===== config.mk =====
export PLATFORM = sky130hd
export DESIGN_NAME = stream_normalizer
export DESIGN_NICKNAME = d
export VERILOG_FILES = /design/src/rtl/stream_normalizer_pkg.sv /design/src/rtl/byte_merge_shifter.sv /design/src/rtl/stream_normalizer.sv
export SDC_FILE = /design/constraint.sdc
export NUM_CORES = 1
export LEC_CHECK = 0
export BUFFER_PORTS_ARGS = -buffer_cell sky130_fd_sc_hd__buf_4
export CELL_PAD_IN_SITES_DETAIL_PLACEMENT = 1
export CELL_PAD_IN_SITES_GLOBAL_PLACEMENT = 1
export CORE_MARGIN = 8
export CORE_UTILIZATION = 35
export DETAILED_ROUTE_END_ITERATION = 10
export GPL_TIMING_DRIVEN = 0
export PLACE_DENSITY_LB_ADDON = 0.1
export SLEW_MARGIN = 0
export SYNTH_ARGS = -nofsm -noshare
export SYNTH_HDL_FRONTEND = slang
export SYNTH_SLANG_ARGS = --single-unit

===== constraint.sdc =====
create_clock -name clk -period 5.1 [get_ports clk]
set_input_delay 0.255 -clock clk [delete_from_list [all_inputs] [get_ports clk]]
set_output_delay 0.255 -clock clk [all_outputs]
set_load 0.005 [all_outputs]

===== src/rtl/stream_normalizer_pkg.sv =====
// Shared helpers for the stream normalizer: byte-count decode and byte-lane shifting.
// Latency: n/a (functions only).
// Backpressure: n/a.
package stream_normalizer_pkg;

  // Upper bound on DATA_BYTES that the helpers support; the merged word of the
  // largest instance fits in twice this many bytes.
  localparam int MAX_DATA_BYTES = 64;

  typedef logic [2*MAX_DATA_BYTES*8-1:0] wide_t;

  // A count field of zero stands for a completely full word.
  function automatic int unsigned cnt_decode(input int unsigned cnt, input int unsigned nbytes);
    return (cnt == 0) ? nbytes : cnt;
  endfunction

  // Move a vector up by a whole number of byte lanes.
  function automatic wide_t byte_shl(input wide_t v, input int unsigned nbytes);
    return v << (nbytes * 8);
  endfunction

  // Ones in the lowest nbytes byte lanes, zeros above.
  function automatic wide_t byte_mask(input int unsigned nbytes);
    wide_t ones;
    ones = '1;
    return ~byte_shl(ones, nbytes);
  endfunction

endpackage


===== src/rtl/byte_merge_shifter.sv =====
// Appends the valid input bytes after the residue bytes and splits the result into a low word and an overflow.
// Latency: purely combinational.
// Backpressure: none; has no handshake of its own.
// Ports: acc/acc_cnt residue in, in_data/n input bytes in, low_word/ovf_word/total out.
module byte_merge_shifter
  import stream_normalizer_pkg::*;
#(
  parameter int DATA_BYTES = 8,
  localparam int CNT_W = $clog2(DATA_BYTES),
  localparam int W = 8 * DATA_BYTES
) (
  input  logic [W-9:0]     acc,
  input  logic [CNT_W-1:0] acc_cnt,
  input  logic [W-1:0]     in_data,
  input  logic [CNT_W:0]   n,
  output logic [W-1:0]     low_word,
  output logic [W-9:0]     ovf_word,
  output logic [CNT_W:0]   total
);

  logic [W-9:0]     w_acc_m;
  logic [W-1:0]     w_in_m;
  logic [2*W-9:0]   w_merged;

  // Masking both sources keeps every byte past the valid count at zero, so the
  // outputs are already zero-padded and the residue register stays clean.
  assign w_acc_m  = (W-8)'(byte_mask(32'(acc_cnt)) & wide_t'(acc));
  assign w_in_m   = W'(byte_mask(32'(n)) & wide_t'(in_data));
  // At most 2*DATA_BYTES-1 bytes are ever valid, so the top byte lane is never needed.
  assign w_merged = (2*W-8)'(wide_t'(w_acc_m) | byte_shl(wide_t'(w_in_m), 32'(acc_cnt)));

  assign low_word = w_merged[W-1:0];
  assign ovf_word = w_merged[2*W-9:W];
  assign total    = {1'b0, acc_cnt} + n;

endmodule


===== src/rtl/stream_normalizer.sv =====
// Repacks partially filled input words into densely packed full output words, per packet.
// Latency: zero; a completing input produces its output word in the same cycle, a trailing residue one cycle later.
// Backpressure: in_ready follows out_ready whenever the input generates output; input stalls during a residue flush.
// Ports: clk, rst_n; in_data/in_cnt/in_last/in_valid/in_ready; out_data/out_cnt/out_last/out_valid/out_ready.
module stream_normalizer
  import stream_normalizer_pkg::*;
#(
  parameter int DATA_BYTES = 8,
  localparam int CNT_W = $clog2(DATA_BYTES),
  localparam int W = 8 * DATA_BYTES
) (
  input  logic             clk,
  input  logic             rst_n,
  input  logic [W-1:0]     in_data,
  input  logic [CNT_W-1:0] in_cnt,
  input  logic             in_last,
  input  logic             in_valid,
  output logic             in_ready,
  output logic [W-1:0]     out_data,
  output logic [CNT_W-1:0] out_cnt,
  output logic             out_last,
  output logic             out_valid,
  input  logic             out_ready
);

  localparam logic [CNT_W:0] FULL = (CNT_W+1)'(DATA_BYTES);

  logic [W-9:0]     r_acc;
  logic [CNT_W-1:0] r_acc_cnt;
  logic             r_flush;

  logic [CNT_W:0]   w_n;
  logic [W-1:0]     w_low;
  logic [W-9:0]     w_ovf;
  logic [CNT_W:0]   w_total;
  logic [CNT_W:0]   w_rem;
  logic             w_in_hs;
  logic             w_flush_hs;

  assign w_n   = (CNT_W+1)'(cnt_decode(32'(in_cnt), DATA_BYTES));
  assign w_rem = w_total - FULL;

  byte_merge_shifter #(
    .DATA_BYTES (DATA_BYTES)
  ) u_merge (
    .acc      (r_acc),
    .acc_cnt  (r_acc_cnt),
    .in_data  (in_data),
    .n        (w_n),
    .low_word (w_low),
    .ovf_word (w_ovf),
    .total    (w_total)
  );

  // Output decode. Everything is forced idle while rst_n is low so neither side
  // can see a handshake during reset.
  always_comb begin
    out_valid = 1'b0;
    out_data  = '0;
    out_cnt   = '0;
    out_last  = 1'b0;
    in_ready  = 1'b0;
    if (rst_n) begin
      if (r_flush) begin
        out_valid = 1'b1;
        out_data  = {8'h00, r_acc};
        out_cnt   = r_acc_cnt;
        out_last  = 1'b1;
      end else if (!in_valid) begin
        in_ready  = 1'b1;
      end else if (w_total < FULL) begin
        if (in_last) begin
          out_valid = 1'b1;
          out_data  = w_low;
          out_cnt   = w_total[CNT_W-1:0];
          out_last  = 1'b1;
          in_ready  = out_ready;
        end else begin
          in_ready  = 1'b1;
        end
      end else begin
        // Exactly full or overflowing: the low word is a full beat. Only an
        // exact fit may end the packet here; an overflow defers last to the flush.
        out_valid = 1'b1;
        out_data  = w_low;
        out_last  = (w_total == FULL) ? in_last : 1'b0;
        in_ready  = out_ready;
      end
    end
  end

  assign w_in_hs    = in_valid & in_ready;
  assign w_flush_hs = r_flush & out_ready;

  always_ff @(posedge clk or negedge rst_n) begin
    if (!rst_n) begin
      r_acc     <= '0;
      r_acc_cnt <= '0;
      r_flush   <= 1'b0;
    end else if (w_flush_hs) begin
      r_acc     <= '0;
      r_acc_cnt <= '0;
      r_flush   <= 1'b0;
    end else if (w_in_hs) begin
      if (w_total < FULL && !in_last) begin
        r_acc     <= w_low[W-9:0];
        r_acc_cnt <= w_total[CNT_W-1:0];
      end else if (w_total > FULL) begin
        r_acc     <= w_ovf;
        r_acc_cnt <= w_rem[CNT_W-1:0];
        r_flush   <= in_last;
      end else begin
        r_acc     <= '0;
        r_acc_cnt <= '0;
      end
    end
  end

endmodule


==> results.tsv, run 1 <==
stage	metric	value	unit
sta	Final Hold Vio Count	0	
synthesis	Synth area leader	dfrtp_1	
synthesis	Syn Area/Cell	7.08	sq um
detailed_routing	Avg Vias per Cell	6.62	
critical_path	crit path DAT	4.51	ns
detailed_routing	drt first pass iters	8	
grt	largest net degree at the start of global routing	68	
cells_and_area	Fillers	2554	
synthesis	Cell Area, Synth	7010	sq um
critical_path	Reg-to-Reg Start	r_acc_cnt[1]	
grt	GR Overflow Total	0	
cells_and_area	multi-input logic area	5040	sq um
cells_and_area	Finished Core Util	44.7	%
synthesis	Syn Inst Count	990	
place	hpwl dp	34200	microns
synthesis	top post-synthesis cells by area	dfrtp_1, nand2_1, o21ai_0, a21oi_1, mux2i_1	
sta	Final Setup Violations	0	
synthesis	ys async rst share	100	%
clock_network	Root Driver	clkbuf_16	
die	Ports	142	
place	Area after DPL	8400	sq um
place	routability-driven placement congestion ratio	0.992	
grt	total track usage	34.4	%
sta	Setup Skew	0.00739	ns
detailed_routing	residual DRC count	0	
clock_network	Clock Latency Late Sink	0.36	ns
sta	fmax	0.210	GHz
grt	number of antenna violations at the first check in global routing	1	
critical_path	Critical Path Sink Type	primary output	
grt	first-pass GRT wire length	62400	microns
clock_network	setup bufs post-CTS	0	
die	die area	24800	sq um
critical_path	Max FO, Critical Path	10	
clock_network	Worst-path clk slew	0.07	ns
cells_and_area	antenna cells	0	
die	initial cell density of the core	35.8	%
cells_and_area	register area	1500	sq um
detailed_routing	WL per Instance	30.4	microns
synthesis	FF+latch count, synth	60	
die	num rows	51	
place	Port Buf Inserts	139	
detailed_routing	wirelength, routed	42900	microns
grt	vias in the first global route	9504	
cells_and_area	Final Cell Area	8750	sq um
synthesis	Syn Nets	1064	
synthesis	area share of the largest cell type after synthesis	21.4	%
synthesis	Yosys cell types	75	
synthesis	YS warnings	0	
clock_network	total clock buffers created by CTS	9	
critical_path	Reg2Reg Setup Slack	0.57	ns
power	LEAKAGE	3.62	nW
clock_network	H-Tree Depth	3	
die	Die Width	158	microns
die	Core Box Area	19600	sq um
sta	Max-slew headroom	27.5	%
run_status	outcome	complete, no violations	
synthesis	Post-synth EDFFs	0	
sta	Final Cycle Share	93.5	%
sta	Pins Over Slew Limit	0	
critical_path	worst r2r dst	r_acc[14]	
detailed_routing	routed via count	9341	
sta	RSZ-0062 raised after global routing	no	
critical_path	R2R depth	12	
critical_path	CP required	4.85	ns
clock_network	hold-fix buffers at CTS	0	
cells_and_area	area growth from synthesis to layout	24.9	%
sta	hold slack	0.00652	ns
power	peak ir drop on the vdd network	0.230	mV
critical_path	Setup Crit Path Kind	reg2out	
synthesis	Seq/Total Area, Yosys	21.4	%
die	die height	158	microns
clock_network	Clock Path Buffers	2	
cells_and_area	final net count	1215	
hold_path	HP Class	in2async	
sta	fin crit period	4.77	ns
synthesis	Main synth FF type	dfrtp_1	
detailed_routing	ANT nets after route	0	
clock_network	Num Clock Sinks	60	
sta	Slew @ Worst Pin	1.08	ns
critical_path	Startpoint Class	register	
sta	Post-Route Setup TNS	0	ns
power	Power Density	547	nW/um^2
run	Max Cap Viol	0	
cells_and_area	fraction of layout cells with a size suffix above 1	19.6	%
clock_network	CTS tree	done	
detailed_routing	drt initial violations	952	
clock_network	post_cts resized	0	
-- cell families after synthesis --
kind of cell	synth area share, %
DFF	21.4
and+or+nand+nor	23.1
buffers and inverters	6.85
AOI/OAI and AO/OA	42.2
adders and majority gates	0.357
xor gates and xnor gates	0.607
muxes	5.51
-- worst max-delay path, stage by stage, from the launching register on --
cell	delay, ns
dfrtp_1	0.46
buf_2	0.28
clkbuf_1	0.46
clkbuf_1	0.58
xor2_1	0.16
ha_1	0.21
a21oi_1	0.16
xnor2_1	0.13
nor3_1	0.83
nor2_1	0.36
nor3_1	0.27
o21a_1	0.15
buf_4	0.11
-- layout make-up --
type | instances | share of cell area, %
Buffer | 92 | 4.76
Clock buffer | 10 | 2.73
Clock inverter | 6 | 1.27
Inverter | 17 | 0.729
Multi-Input combinational cell | 821 | 57.5
Sequential cell | 60 | 17.2
Tap cell | 265 | 3.79
Timing Repair Buffer | 140 | 12.0
-- cell usage in the layout, fill, tap and decap left out, drive strengths merged, types with 12 or more instances in the layout --
cell,count
a211oi,28
a21oi,85
a221o,12
a221oi,18
a22o,14
a22oi,35
a31oi,27
a32o,16
a32oi,13
buf,183
clkbuf,59
dfrtp,60
inv,16
mux2i,27
nand2,161
nand2b,23
nand3,26
nor2,66
o211ai,14
o21ai,105
o22ai,16
-- registers in the layout (all words and copies together), names as in the netlist --
register	cells
r_flush	1
r_acc_cnt	3
r_acc	56
-- cells in the mapped netlist, drive strengths merged (2+ instances only) --
library cell  count
nand2           161
o21ai           105
a21oi            85
nor2             66
dfrtp            60
clkbuf           49
buf              43
a22oi            35
a211oi           28
a31oi            27
mux2i            27
nand3            26
nand2b           23
a221oi           18
a32o             16
inv              16
o22ai            16
a22o             14
o211ai           14
a32oi            13
a221o            12
o21a             11
and2             10
mux2             10
nor3             10
and3              9
or3               9
o22a              8
o31ai             8
o211a             6
o41ai             6
or4               6
nor4              4
or3b              4
nand4             3
nor3b             3
xnor2             3
a21boi            2
ha                2
o311ai            2
o31a              2
or2               2
-- routing by layer --
metal	vias to the layer above	part of all wire, %	GRT usage (%)
met4	2	5.4	17.7
met3	125	7.7	6.66
li1	4082	-	-
met5	-	0.023	0
met1	4651	40	41.8
met2	481	47	56.8
-- report_power, final --
part,leakage [nW],switching (W),internal [W]
sequential,0.766,0.000165,0.000683
combinational,2.69,0.00212,0.00105
clock,0.169,0.000280,0.000492
-- stage by stage --
stage | total power, W | std cells | setup WS [ns]
2_1_floorplan | 0.00271 | 990 | 2.22
3_3_place_gp | 0.00388 | 1394 | 0.834
3_5_place_dp | 0.00392 | 1395 | 0.887
4_1_cts | 0.00470 | 1411 | 0.579
5_1_grt | 0.00503 | 1411 | 0.295
6_report | 0.00479 | 1411 | 0.333
-- worst max path at each step --
stage,start,to,slack [ns]
after floorplan,r_acc_cnt[1],r_acc[22],2.22
after global routing,r_acc_cnt[1],out_last,0.29
final,r_acc_cnt[1],out_last,0.33
after global placement,r_acc_cnt[1],r_acc[55],0.83
after CTS,r_acc_cnt[1],out_last,0.58
after detailed placement,r_acc_cnt[1],r_acc[1],0.89
Note: power is estimated with default switching activity, not from simulation.
==> run 2: changes to the inputs <==
- BUFFER_PORTS_ARGS: -buffer_cell sky130_fd_sc_hd__buf_4 -> -buffer_cell sky130_fd_sc_hd__buf_2
==> run 2 against run 1 <==
Against the previous run: via count decreased by 1.1%; sequential cell count unchanged; critical path depth unchanged; hold slack improved by 0.24 ns; non-clock buffer count increased by 1; combinational power decreased by 2%; sequential share of layout area increased by 0.75 points; sequential power about the same; final cell count unchanged; global-route usage decreased by 0.38 points; worst setup slack got worse by 0.077 ns; critical path type unchanged; highest routed layer is now met4.
==> results.tsv, run 2 (synthesis gave the netlist of run 1 again) <==
stage	metric	value	unit	change
cells_and_area	Fillers	2620		was 2554
clock_network	Root Driver	clkbuf_16		unchanged
cells_and_area	final net count	1216		was 1215
sta	fin crit period	4.84	ns	was 4.77 ns
sta	Final Hold Vio Count	0		unchanged
critical_path	CP required	4.85	ns	about the same
grt	vias in the first global route	9340		was 9504
cells_and_area	fraction of layout cells with a size suffix above 1	19.5	%	was 19.6%
hold_path	hold path start	in_data[59]		
critical_path	worst r2r dst	r_acc[14]		unchanged
cells_and_area	Final Cell Area	8390	sq um	was 8750 sq um
cells_and_area	antenna cells	0		unchanged
cells_and_area	multi-input logic area	5040	sq um	about the same
run_status	outcome	complete, no violations		unchanged
detailed_routing	drt first pass iters	7		was 8
cells_and_area	register area	1500	sq um	unchanged
grt	first-pass GRT wire length	61800	microns	was 62400 microns
cells_and_area	area growth from synthesis to layout	19.6	%	was 24.9%
sta	Max-slew headroom	23.7	%	was 27.5%
grt	number of antenna violations at the first check in global routing	0		was 1
hold_path	Cells on Worst Hold Path	3		
sta	Pins Over Slew Limit	0		unchanged
detailed_routing	routed via count	9237		was 9341
clock_network	CTS tree	done		unchanged
clock_network	Worst-path clk slew	0.06	ns	was 0.07 ns
die	num rows	51		unchanged
detailed_routing	residual DRC count	0		unchanged
detailed_routing	wirelength, routed	42500	microns	was 42900 microns
grt	GR Overflow Total	0		unchanged
critical_path	Setup Crit Path Kind	reg2out		unchanged
critical_path	Critical Path Sink Type	primary output		unchanged
clock_network	Clock Path Buffers	2		unchanged
detailed_routing	WL per Instance	30.1	microns	was 30.4 microns
clock_network	setup bufs post-CTS	0		unchanged
cells_and_area	most frequent cells in the layout	buf_2, nand2_1, o21ai_0, a21oi_1, nor2_1		was nand2_1, buf_4, o21ai_0, a21oi_1, nor2_1
sta	Post-Route Setup TNS	0	ns	unchanged
clock_network	H-Tree Depth	3		unchanged
power	peak ir drop on the vdd network	0.218	mV	was 0.230 mV
die	Ports	142		unchanged
power	LEAKAGE	3.55	nW	was 3.62 nW
run	Max Cap Viol	0		unchanged
cells_and_area	leading cell type in the layout, fill and taps excluded	buf_2		was nand2_1
detailed_routing	Avg Vias per Cell	6.55		was 6.62
die	die area	24800	sq um	unchanged
place	hpwl dp	34000	microns	was 34200 microns
place	Port Buf Inserts	139		unchanged
critical_path	Max FO, Critical Path	10		unchanged
grt	total track usage	34.0	%	was 34.4%
place	Area after DPL	8080	sq um	was 8400 sq um
hold_path	HP Class	in2reg		was in2async
die	Die Width	158	microns	unchanged
cells_and_area	largest registers	r_acc x56, r_acc_cnt x3, r_flush x1		unchanged
place	routability-driven placement congestion ratio	1.03		was 0.992
clock_network	Clock Latency Late Sink	0.35	ns	was 0.36 ns
sta	Final Setup Violations	0		unchanged
clock_network	Num Clock Sinks	60		unchanged
die	initial cell density of the core	35.8	%	unchanged
cells_and_area	register with the highest flop count	r_acc		unchanged
die	die height	158	microns	unchanged
place	pre-CTS setup slack	0.855	ns	was 0.887 ns
sta	Final Cycle Share	95.0	%	was 93.5%
clock_network	total clock buffers created by CTS	9		unchanged
critical_path	crit path DAT	4.59	ns	was 4.51 ns
sta	Slew @ Worst Pin	1.14	ns	was 1.08 ns
detailed_routing	ANT nets after route	0		unchanged
sta	fmax	0.206	GHz	was 0.210 GHz
die	Core Box Area	19600	sq um	unchanged
sta	final worst slack	0.256	ns	was 0.333 ns
power	Power Density	550	nW/um^2	was 547 nW/um^2
detailed_routing	drt initial violations	934		was 952
grt	largest net degree at the start of global routing	45		was 68
critical_path	Startpoint Class	register		unchanged
sta	Setup Skew	0.00991	ns	was 0.00739 ns
cells_and_area	Largest register FFs	56		unchanged
critical_path	R2R depth	12		unchanged
critical_path	Reg2Reg Setup Slack	0.50	ns	was 0.57 ns
hold_path	endpoint of the worst hold path	r_acc[51]		
sta	RSZ-0062 raised after global routing	no		unchanged
critical_path	Reg-to-Reg Start	r_acc_cnt[1]		unchanged
run 2: metal layers:
layer | wire length [microns] | vias up | global-route usage [%]
li1 | - | 4077 | -
met1 | 16900 | 4527 | 41.6
met2 | 19500 | 503 | 54.8
met3 | 3430 | 130 | 6.22
met4 | 2690 | 0 | 20.5
met5 | 0 | - | 0
run 2: what timing repair did:
action	in CTS	in global routing
hold buffers	1	0
endpoints found under the hold margin	23	0
gates resized for setup	0	0
run 2: critical path: stages, from the launching register on:
cell      delay [ns]
dfrtp_1         0.46
buf_2           0.28
clkbuf_1        0.46
clkbuf_1        0.55
xor2_1          0.16
ha_1            0.21
a21oi_1         0.15
xnor2_1         0.14
nor3_1          0.89
nor2_1          0.38
nor3_1          0.31
o21a_1          0.14
buf_2           0.10
run 2: where the power goes:
| group | switching, W | leakage, nW | internal [W] |
|---|---|---|---|
| clock network | 0.000262 | 0.144 | 0.000387 |
| registers | 0.000164 | 0.766 | 0.000684 |
| logic | 0.00213 | 2.64 | 0.000986 |
| total | 0.00255 | 3.55 | 0.00206 |
run 2: area by class of cell:
type                       instances  share of cell area [%]
buffer                            92                    4.97
sequential                        60                    17.9
tap                              265                    3.95
inverter                          17                   0.761
clock inverter                     5                   0.627
timing repair buffer             141                    8.77
clock buffer                      10                    2.85
multi-input combinational        821                    60.2
run 2: metrics by stage:
| step | utilization, % | power (W) | hold WS (ns) | instances |
|---|---|---|---|---|
| 2_1_floorplan | - | 0.00271 | -0.0406 | 990 |
| 3_3_place_gp | 41.0 | 0.00381 | 0.510 | 1394 |
| 3_5_place_dp | 41.2 | 0.00385 | 0.210 | 1395 |
| 4_1_cts | 42.8 | 0.00451 | 0.241 | 1411 |
| 5_1_grt | 42.8 | 0.00483 | 0.265 | 1411 |
| 6_report | 42.8 | 0.00461 | 0.244 | 1411 |
run 2: worst max-delay path by stage:
stage,from,to,slack [ns],depth (start not counted)
2_1_floorplan,r_acc_cnt[1],r_acc[22],2.22,11
3_3_place_gp,r_acc_cnt[1],r_acc[1],0.87,12
3_5_place_dp,r_acc_cnt[1],r_acc[55],0.85,11
4_1_cts,r_acc_cnt[1],out_last,0.57,12
5_1_grt,r_acc_cnt[1],out_last,0.13,12
6_report,r_acc_cnt[1],out_last,0.26,12
